$ cat src/rtl/cla_pkg.sv
// Shared definitions for the pipelined carry-lookahead add/sub datapath:
// default widths, the group propagate/generate pair and the group carry step.
package cla_pkg;

  localparam int WIDTH_DEF  = 16;
  localparam int GROUP_DEF  = 4;
  localparam int NGROUP_DEF = WIDTH_DEF / GROUP_DEF;

  typedef struct packed {
    logic p;
    logic g;
  } pg_t;

  // Carry out of a group given its P/G and the carry into it.
  function automatic logic group_carry(input pg_t pg, input logic cin);
    return pg.g | (pg.p & cin);
  endfunction

endpackage

$ cat src/rtl/cla_group_pg.sv
// Group propagate/generate: P is the AND of the bit propagates, G is the
// lookahead OR-chain of generates walked from LSB to MSB.
module cla_group_pg
  import cla_pkg::*;
#(
  parameter int GROUP = GROUP_DEF
) (
  input  logic [GROUP-1:0] p,
  input  logic [GROUP-1:0] g,
  output pg_t              pg
);

  logic grp_g;

  always_comb begin
    grp_g = g[0];
    for (int i = 1; i < GROUP; i++)
      grp_g = g[i] | (p[i] & grp_g);
  end

  assign pg.p = &p;
  assign pg.g = grp_g;

endmodule

$ cat src/rtl/cla_sub_pipe.sv
// Two-stage carry-lookahead adder/subtractor with valid/ready on both sides.
// Stage 1 registers bit and group P/G; stage 2 resolves carries and flags.
module cla_sub_pipe
  import cla_pkg::*;
#(
  parameter int WIDTH = WIDTH_DEF,
  parameter int GROUP = GROUP_DEF
) (
  input  logic             clk,
  input  logic             rst_n,
  input  logic             in_valid,
  output logic             in_ready,
  input  logic [WIDTH-1:0] in_a,
  input  logic [WIDTH-1:0] in_b,
  input  logic             in_sub,
  output logic             out_valid,
  input  logic             out_ready,
  output logic [WIDTH-1:0] out_res,
  output logic             out_c,
  output logic             out_ovf
);

  // WIDTH must be a multiple of GROUP.
  localparam int NGROUP = WIDTH / GROUP;

  logic s1_valid, s2_valid;
  logic s1_load, s2_load;

  // ---------------- flow control ----------------
  assign in_ready = !s1_valid || !s2_valid || out_ready;
  assign s1_load  = in_valid && in_ready;
  assign s2_load  = s1_valid && (!s2_valid || out_ready);

  always_ff @(posedge clk or negedge rst_n) begin
    if (!rst_n) begin
      s1_valid <= 1'b0;
      s2_valid <= 1'b0;
    end else begin
      if (s1_load)      s1_valid <= 1'b1;
      else if (s2_load) s1_valid <= 1'b0;
      if (s2_load)        s2_valid <= 1'b1;
      else if (out_ready) s2_valid <= 1'b0;
    end
  end

  // ---------------- stage 1: operand conditioning and P/G ----------------
  logic [WIDTH-1:0]  b_x, p_in, g_in;
  pg_t [NGROUP-1:0]  grp_in;

  assign b_x  = in_sub ? ~in_b : in_b;
  assign p_in = in_a ^ b_x;
  assign g_in = in_a & b_x;

  for (genvar k = 0; k < NGROUP; k++) begin : g_grp
    cla_group_pg #(.GROUP(GROUP)) u_pg (
      .p  (p_in[k*GROUP +: GROUP]),
      .g  (g_in[k*GROUP +: GROUP]),
      .pg (grp_in[k])
    );
  end

  logic [WIDTH-1:0] s1_p, s1_g;
  pg_t [NGROUP-1:0] s1_grp;
  logic             s1_cin, s1_sub, s1_amsb, s1_bmsb;

  always_ff @(posedge clk or negedge rst_n) begin
    if (!rst_n) begin
      s1_p    <= '0;
      s1_g    <= '0;
      s1_grp  <= '0;
      s1_cin  <= 1'b0;
      s1_sub  <= 1'b0;
      s1_amsb <= 1'b0;
      s1_bmsb <= 1'b0;
    end else if (s1_load) begin
      s1_p    <= p_in;
      s1_g    <= g_in;
      s1_grp  <= grp_in;
      s1_cin  <= in_sub;
      s1_sub  <= in_sub;
      s1_amsb <= in_a[WIDTH-1];
      s1_bmsb <= b_x[WIDTH-1];
    end
  end

  // ---------------- stage 2: carry resolution ----------------
  logic [NGROUP:0]   gc;
  logic [WIDTH-1:0]  c, res;
  // Group-MSB generates only matter through the registered group G.
  logic [NGROUP-1:0] unused_g_top;

  always_comb begin
    gc           = '0;
    c            = '0;
    unused_g_top = '0;
    gc[0]        = s1_cin;
    for (int k = 0; k < NGROUP; k++) begin
      gc[k+1]      = group_carry(s1_grp[k], gc[k]);
      c[k*GROUP]   = gc[k];
      for (int i = 1; i < GROUP; i++)
        c[k*GROUP+i] = s1_g[k*GROUP+i-1] | (s1_p[k*GROUP+i-1] & c[k*GROUP+i-1]);
      unused_g_top[k] = s1_g[k*GROUP+GROUP-1];
    end
  end

  for (genvar i = 0; i < WIDTH; i++) begin : g_sum
    assign res[i] = s1_p[i] ^ c[i];
  end

  logic [WIDTH-1:0] s2_res;
  logic             s2_c, s2_ovf;

  always_ff @(posedge clk or negedge rst_n) begin
    if (!rst_n) begin
      s2_res <= '0;
      s2_c   <= 1'b0;
      s2_ovf <= 1'b0;
    end else if (s2_load) begin
      s2_res <= res;
      s2_c   <= s1_sub ? ~gc[NGROUP] : gc[NGROUP];
      s2_ovf <= (s1_amsb ^ s1_bmsb ^ 1'b1) & (res[WIDTH-1] ^ s1_amsb);
    end
  end

  assign out_valid = s2_valid;
  assign out_res   = s2_res;
  assign out_c     = s2_c;
  assign out_ovf   = s2_ovf;

  // Producers must hold a stalled request steady until it is taken.
  a_in_stable: assert property (@(posedge clk) disable iff (!rst_n)
    (in_valid && !in_ready) |=> (in_valid && $stable({in_a, in_b, in_sub})));

endmodule

$ cat config.mk
export PLATFORM = sky130hd
export DESIGN_NAME = cla_sub_pipe
export DESIGN_NICKNAME = d
export VERILOG_FILES = /design/src/rtl/cla_pkg.sv /design/src/rtl/cla_group_pg.sv /design/src/rtl/cla_sub_pipe.sv
export SDC_FILE = /design/constraint.sdc
export NUM_CORES = 1
export LEC_CHECK = 0
export ABC_AREA = 1
export CORE_MARGIN = 1
export CORE_UTILIZATION = 50
export CTS_CLUSTER_DIAMETER = 40
export DETAILED_ROUTE_END_ITERATION = 12
export GPL_TIMING_DRIVEN = 0
export PLACE_DENSITY = 0.77
export REMOVE_ABC_BUFFERS = 1
export SLEW_MARGIN = 10
export SYNTH_ARGS = -nofsm -noshare
export SYNTH_HDL_FRONTEND = slang
export SYNTH_SLANG_ARGS = --single-unit
$ cat constraint.sdc
create_clock -name clk -period 3.4 [get_ports clk]
set_input_delay 0.34 -clock clk [delete_from_list [all_inputs] [get_ports clk]]
set_output_delay 0.34 -clock clk [all_outputs]
set_load 0.005 [all_outputs]
* After elaboration in Yosys (flattened, before gate mapping)
Cells that the tools add are included.
Widths: inputs -> output; s select.
** Cells by class
- Reductions and logical operators :: 13
- Bitwise logic cells :: 80
- Muxes and demuxes :: 6
** Operators with widths (count)
- $and 1x1->1 :: 29
- $or 1x1->1 :: 28
- $xor 1x1->1 :: 18
- $and 16x16->16 :: 1
- $mux 16 :: 1
- $not 16->16 :: 1
- $reduce_and 4->1 :: 4
- $xor 16x16->16 :: 1
- $mux 1 :: 5
- $reduce_bool 2->1 :: 2
- $logic_or 1x1->1 :: 3
- $logic_and 1x1->1 :: 2
- $logic_not 1->1 :: 2
- $not 1->1 :: 2
** Storage, ports and cells
- Flip-flop bits (word level) :: 62
- Bits of input ports :: 37
- Output and inout port bits :: 20

* Logic depth before layout (Yosys ltp)
- Depth in word-level cells :: 15
- Depth in mapped cells :: 15
- Mapped depth without buffers :: 15

* By module
Synthesis repeated with hierarchy kept, for this count alone.
** Unflattened totals
- Cells, all modules :: 369
- Area, all modules :: 3154.3 µm²
** Modules (own cells, without submodules)
- cla_sub_pipe :: area each 2939.1 µm², instances 1, cells an instance 325
- cla_group_pg :: area each 53.8 µm², instances 4, cells an instance 11

* Least setup slack after synthesis
Ideal clock, no wire load.
- Path kind :: reg-to-reg
- From :: register s1_sub (netlist name)
- To :: register s2_ovf, in the netlist out_ovf
- Buffers on the path :: 0
- Cell stages (with the launch flop) :: 16
- Setup slack :: 0.942 ns
- Required time :: 3.305 ns
- Arrival time :: 2.363 ns
- Period minus slack after synthesis :: 2.458 ns
- Cell sequence :: dfrtp_1 > nand2_1 > nand2_2 > nand2_2 > nand2_2 > nand2_2 > nand2_2 > ha_1 > or2_2 > ha_1 > or2_2 > ha_1 > nor2_1 > xor2_1 > a21oi_1 > o31ai_1
** RTL lines
- end signal, assigned :: RTL line cla_sub_pipe.sv:121 : s2_ovf <= (s1_amsb ^ s1_bmsb ^ 1'b1) & (res[WIDTH-1] ^ s1_amsb);
- end, declared :: RTL line cla_sub_pipe.sv:111 : logic s2_c, s2_ovf;

==> insert_results.sql <==
INSERT INTO impl_metrics (metric_group, metric, value, unit) VALUES
('sta', 'setup_viol', '0', ''),
('yosys', 'share_of_the_synthesized_area_in_the_top_cell_type', '49.4', '%'),
('die', 'die_height', '79.3', 'um'),
('sta', 'timing_worst_slew_pin_value', '1050', 'ps'),
('setup_path', 'path_buf_inv', '0', ''),
('cts', 'clk_root_buf', 'sky130_fd_sc_hd__clkbuf_8', ''),
('yosys', 'synth_top_cell_by_area', 'sky130_fd_sc_hd__dfrtp_1', ''),
('yosys', 'yosys.area_share.simple', '20.2', '%'),
('layout', 'final_cell_count_no_fill', '459', ''),
('cts', 'cts_tree', 'done', ''),
('yosys', 'postSynthRegisterBits', '59', ''),
('setup_path', 'cpMaxStageDelayCell', 'sky130_fd_sc_hd__dfrtp_1', ''),
('sta', 'setup_tns', '0', 'ps'),
('layout', 'post_route_cells_drive_above_1_share', '8.53', '%'),
('yosys', 'seq_area_frac_synth', '49.4', '%'),
('sta', 'rsz0062_at_grt', 'false', ''),
('layout', 'seq_area', '1480', 'um^2'),
('yosys', 'post_synth_fa_ha_maj_area_fraction', '11.7', '%'),
('detailed_routing', 'wl', '5630', 'um'),
('detailed_routing', 'ant_nets', '0', ''),
('cts', 'cts-root-to-sink-buffers', '2', ''),
('cts', 'cts_setup_buffers', '0', ''),
('yosys', 'synth.area.top_cells', 'sky130_fd_sc_hd__dfrtp_1, sky130_fd_sc_hd__nand2_1, sky130_fd_sc_hd__ha_1', ''),
('layout', 'most-common-layout-cells', 'sky130_fd_sc_hd__nand2_1, sky130_fd_sc_hd__dfrtp_1, sky130_fd_sc_hd__clkdlybuf4s50_1', ''),
('cts', 'clock-sinks', '59', ''),
('global_route', 'first_pass_grt_wire_length', '9360', 'um'),
('yosys', 'syn-cell-area', '2990', 'um^2'),
('sta', 'finClkSkew', '9.10', 'ps'),
('pwr', 'vdd.ir_drop.worst', '0.320', 'mV'),
('global_route', 'grt_usage', '19.6', '%'),
('setup_path', 'crit_arrival', '2920', 'ps'),
('detailed_routing', 'wl_per_cell', '12.3', 'um'),
('pwr', 'static-leakage-power', '1.90', 'nW'),
('sta', 'period_minus_slack', '2700', 'ps'),
('run', 'max-cap-violations', '0', ''),
('sta', 'max_clock_freq', '370', 'MHz'),
('yosys', 'synth_mux_area_share', '0', '%'),
('yosys', 'synth_cells', '327', ''),
('cts', 'htree_num_levels', '3', ''),
('setup_path', 'timing.critical_path.from_type', 'flop', ''),
('detailed_routing', 'detailroute.via_count', '2281', ''),
('setup_path', 'cp_data_required_time', '3620', 'ps'),
('layout', 'area_delta_synth_final', '25.1', '%'),
('setup_path', 'timing.critical_path.max_delay_family', 'simple AND/OR/NAND/NOR gates', ''),
('setup_path', 'max_stage_delay', '420', 'ps'),
('detailed_routing', 'post_dr_vias_cell', '4.97', ''),
('run_status', 'outcome', 'complete, no violations', ''),
('yosys', 'synth_xor_area_share', '5.87', '%'),
('setup_path', 'critPathKind', 'flop to flop', ''),
('cts', 'cts_resized', '0', ''),
('yosys', 'synth_compound_area_share', '7.54', '%'),
('layout', 'multi_input_comb_area', '1350', 'um^2'),
('global_route', 'initial_antenna_violation_count', '0', ''),
('sta', 'maxSlewHeadroom', '29.9', '%'),
('global_route', 'grt_pass1_vias', '2149', ''),
('setup_path', 'timing.critical_path.fanout_max', '4', ''),
('die', 'io_pins', '57', ''),
('setup_path', 'critical_path.cell_chain', 'nand2_1 > nand2_2 > nand2_2 > nand2_2 > nand2_2 > nand2_2 > ha_1 > or2_2 > ha_1 > or2_2 > ha_1 > nor2_1 > xor2_1 > a21oi_1 > o31ai_1', ''),
('setup_path', 'critPathMostFrequentCell', 'sky130_fd_sc_hd__nand2_2', ''),
('cts', 'clk_pin_slew_worst_paths', '60', 'ps'),
('die', 'initial_core_util', '52.9', '%'),
('cts', 'worstSkewPairLatency', '340', 'ps'),
('global_route', 'grt_max_degree', '60', ''),
('pwr', 'power_per_cell_area', '602', 'nW/um^2'),
('die', 'die-area', '6290', 'um^2'),
('die', 'core-area', '5640', 'um^2'),
('yosys', 'ys_warn_count', '0', ''),
('detailed_routing', 'detailedRoute.firstPassIterationCount', '4', ''),
('placement', 'routabilityCongestion', '0.766', ''),
('die', 'core.rowCount', '27', ''),
('yosys', 'combinational_family_with_the_most_area_after_synthesis', 'simple AND/OR/NAND/NOR gates', '');
## metal layers
| layer | vias up | track usage [%] | wire length [um] |
|---|---|---|---|
| met5 | - | 0 | 0 |
| met3 | 8 | 4.71 | 289 |
| met1 | 1068 | 25.5 | 2660 |
| met2 | 57 | 31.6 | 2590 |
| li1 | 1148 | - | - |
| met4 | 0 | 7.64 | 88 |
## worst reg2reg max path: stages, from the launching register on
cell	delay (ps)
sky130_fd_sc_hd__dfrtp_1	420
sky130_fd_sc_hd__nand2_1	90
sky130_fd_sc_hd__nand2_2	70
sky130_fd_sc_hd__nand2_2	60
sky130_fd_sc_hd__nand2_2	60
sky130_fd_sc_hd__nand2_2	60
sky130_fd_sc_hd__nand2_2	60
sky130_fd_sc_hd__ha_1	170
sky130_fd_sc_hd__or2_2	290
sky130_fd_sc_hd__ha_1	180
sky130_fd_sc_hd__or2_2	290
sky130_fd_sc_hd__ha_1	180
sky130_fd_sc_hd__nor2_1	120
sky130_fd_sc_hd__xor2_1	240
sky130_fd_sc_hd__a21oi_1	70
sky130_fd_sc_hd__o31ai_1	240
## path summary, 6_finish.rpt
| kind | startpoint | endpoint | slack [ps] |
|---|---|---|---|
| worst max register to register | s1_sub | out_ovf | 700 |
| min in group clk | out_res[13] | out_res[13] | 480 |
| max in group asynchronous | rst_n | out_ovf | 2870 |
| worst min-delay path | rst_n | out_res[2] | 60 |
| worst min register to register | out_res[13] | out_res[13] | 480 |
| worst max-delay path | s1_sub | out_ovf | 700 |
## kinds of logic after synthesis
| kind of cell | after synthesis |
|---|---|
| compound gates | 38 |
| xor+xnor | 20 |
| fa+ha+maj | 28 |
| buf+inv | 35 |
| flops | 59 |
| simple gates | 147 |
## cell usage after synthesis (all sizes together)
cell    number
a21oi        5
buf         12
dfrtp       59
ha          28
inv         23
nand2      129
nand3        6
nor2         4
o21a         1
o21ai       26
o221ai       4
o31ai        2
or2          8
xor2        20
## through the flow
stage | power [mW] | utilization (%) | hold slack, ps | worst slack [ps] | area [um^2]
5_1_grt | 2.41 | 66.2 | 121 | 479 | 3740
3_5_place_dp | 1.70 | 63.2 | 442 | 697 | 3560
4_1_cts | 2.27 | 66.2 | 85.5 | 683 | 3740
3_3_place_gp | 1.68 | 63.2 | 459 | 149 | 3570
6_report | 2.25 | 66.2 | 55.0 | 699 | 3740
2_1_floorplan | 1.33 | - | 44.4 | 939 | 2920
## flip-flops by register name (all words and copies together), names as in the netlist
signal	cells
out_res	16
out_c	1
s1_g	12
s1_amsb	1
s1_valid	1
s1_sub	1
s1_bmsb	1
out_valid	1
s1_grp	8
out_ovf	1
s1_p	16
## power breakdown
group | internal [mW] | leakage, nW | total [mW] | switching, mW
Sequential | 0.885 | 0.739 | 0.986 | 0.101
Combinational | 0.380 | 1.07 | 0.700 | 0.321
Clock | 0.303 | 0.0905 | 0.561 | 0.258
## layout make-up
type	count	area share (%)
Sequential cell	59	39.5
Multi-Input combinational cell	233	36.2
Timing Repair Buffer	56	14.9
Clock buffer	14	4.35
Tap cell	72	2.41
Inverter	23	2.31
Clock inverter	2	0.268
Note: power is estimated with default switching activity, not from simulation.
==> RTL edit, RTL diff (config.mk and constraints unchanged) <==
Change the package constant `GROUP_DEF` from 4 to 3.
--- a/src/rtl/cla_pkg.sv
+++ b/src/rtl/cla_pkg.sv
@@ -5,3 +5,3 @@
   localparam int WIDTH_DEF  = 16;
-  localparam int GROUP_DEF  = 4;
+  localparam int GROUP_DEF  = 3;
   localparam int NGROUP_DEF = WIDTH_DEF / GROUP_DEF;
Behaviour: not the same (Yosys sat finds a counterexample within 4 cycles, from zero or initial values and one cycle with rst_n low).
==> RTL edit against the unedited design <==
  * Core utilization down 0.36 points
  * Sequential cell count unchanged
  * Routed wire length down 3.9%
  * Critical path depth down 10
  * Area after synthesis down 2.5%
  * Via count down 0.79%
  * Setup slack better by 490 ps
  * Total power down 7.6%
  * Synthesized cell count down 1.2%
  * Final area down 1.7%
  * Critical path type is now primary input to register
==> RTL edit: results (changes against the unedited design) <==
seq_area_frac: 0.402  # +0.00700
endpoint: "s1_grp[2]$_DFFE_PN0P_"
drive_gt1_frac: 0.0783  # -0.00694
vias: 2263  # -0.79%
place.gp.congestion: 0.737  # -3.8%
syn_area_per_cell_um2: 9.01  # -1.3%
synth-adder-area-share: 0.107  # -0.00987
p_leak_nw: 1.88  # -1.1%
path_class: "primary input to register"
drt-met1-wl_mm: 2.47  # -6.9%
placed_area_um2: 3500  # -1.8%
crit_fanout: 17  # +13
peakVddDrop_mv: 0.267  # -16%
critPathLaunch: "in_sub"
route.met2.wl_mm: 2.63  # +1.5%
min_period_ps: 2220  # -486 ps
synth_compound_area_frac: 0.0572  # -0.0183
synthTopCellsByCount: "nand2_1, dfrtp_1, ha_1, xor2_1, inv_1"
ys_types: 20  # -4.8%
fin_skew_ps: 5.08  # -4.02 ps
worst_path_largest_cell_delay_ps: 970  # +550 ps
arrival_ps: 2380  # -540 ps
switchingPower_mw: 0.603  # -11%
slew_headroom: 0.284  # -0.0157
via_per_inst: 4.97  # about the same
dpl.hpwl_mm: 3.74  # -0.98%
powerClk_mw: 0.555  # -1%
wl_per_cell_um: 11.9  # -3.0%
grt_util_met2: 0.339  # +0.0231
grt_pass1_vias: 2211  # +2.9%
cpLargestDelayFamily: "buffers and inverters"
status: "finished clean"
place_ws_ps: 819  # +122 ps
pwr-share-comb: 0.277  # -0.035
met1_usage: 0.248  # -0.00715
multi_input_area_um2: 1320  # -2.6%
use_met3: 0.0523  # +0.00520
cp_slowest_cell: "clkdlybuf4s50_1"
worstRegToRegCells: 14  # -1
nets: 440  # -1.6%
RTL edit: cell types whose count changed after synthesis, moves of 2 or more:
cell      delta
or2_2        -3
nand2_1     +17
ha_1         -3
inv_1        -8
o21ai_0     -14
o221ai_2     -2
nand3_1      -2
o221ai_1     +3
o21ai_1      +4
a21oi_1      +2
RTL edit: logic make-up (layout without fill, tap and decap cells):
group | count (synthesis) | count (layout)
AO/OA/AOI/OAI | 29 | 29
flip-flops | 59 | 59
buffers and inverters | 27 | 87
AND/OR/NAND/NOR | 162 | 162
XOR/XNOR | 21 | 21
adder cells (fa/ha/maj) | 25 | 25
RTL edit: per-stage QoR:
| stage | hold WS [ps] | power (mW) | util |
|---|---|---|---|
| 3_5_place_dp | 450 | 1.54 | 0.628 |
| 6_report | 70.3 | 2.08 | 0.659 |
| 3_3_place_gp | 445 | 1.52 | 0.628 |
| 5_1_grt | 130 | 2.22 | 0.659 |
| 4_1_cts | 96.5 | 2.10 | 0.659 |
| 2_1_floorplan | 44.4 | 1.23 | - |
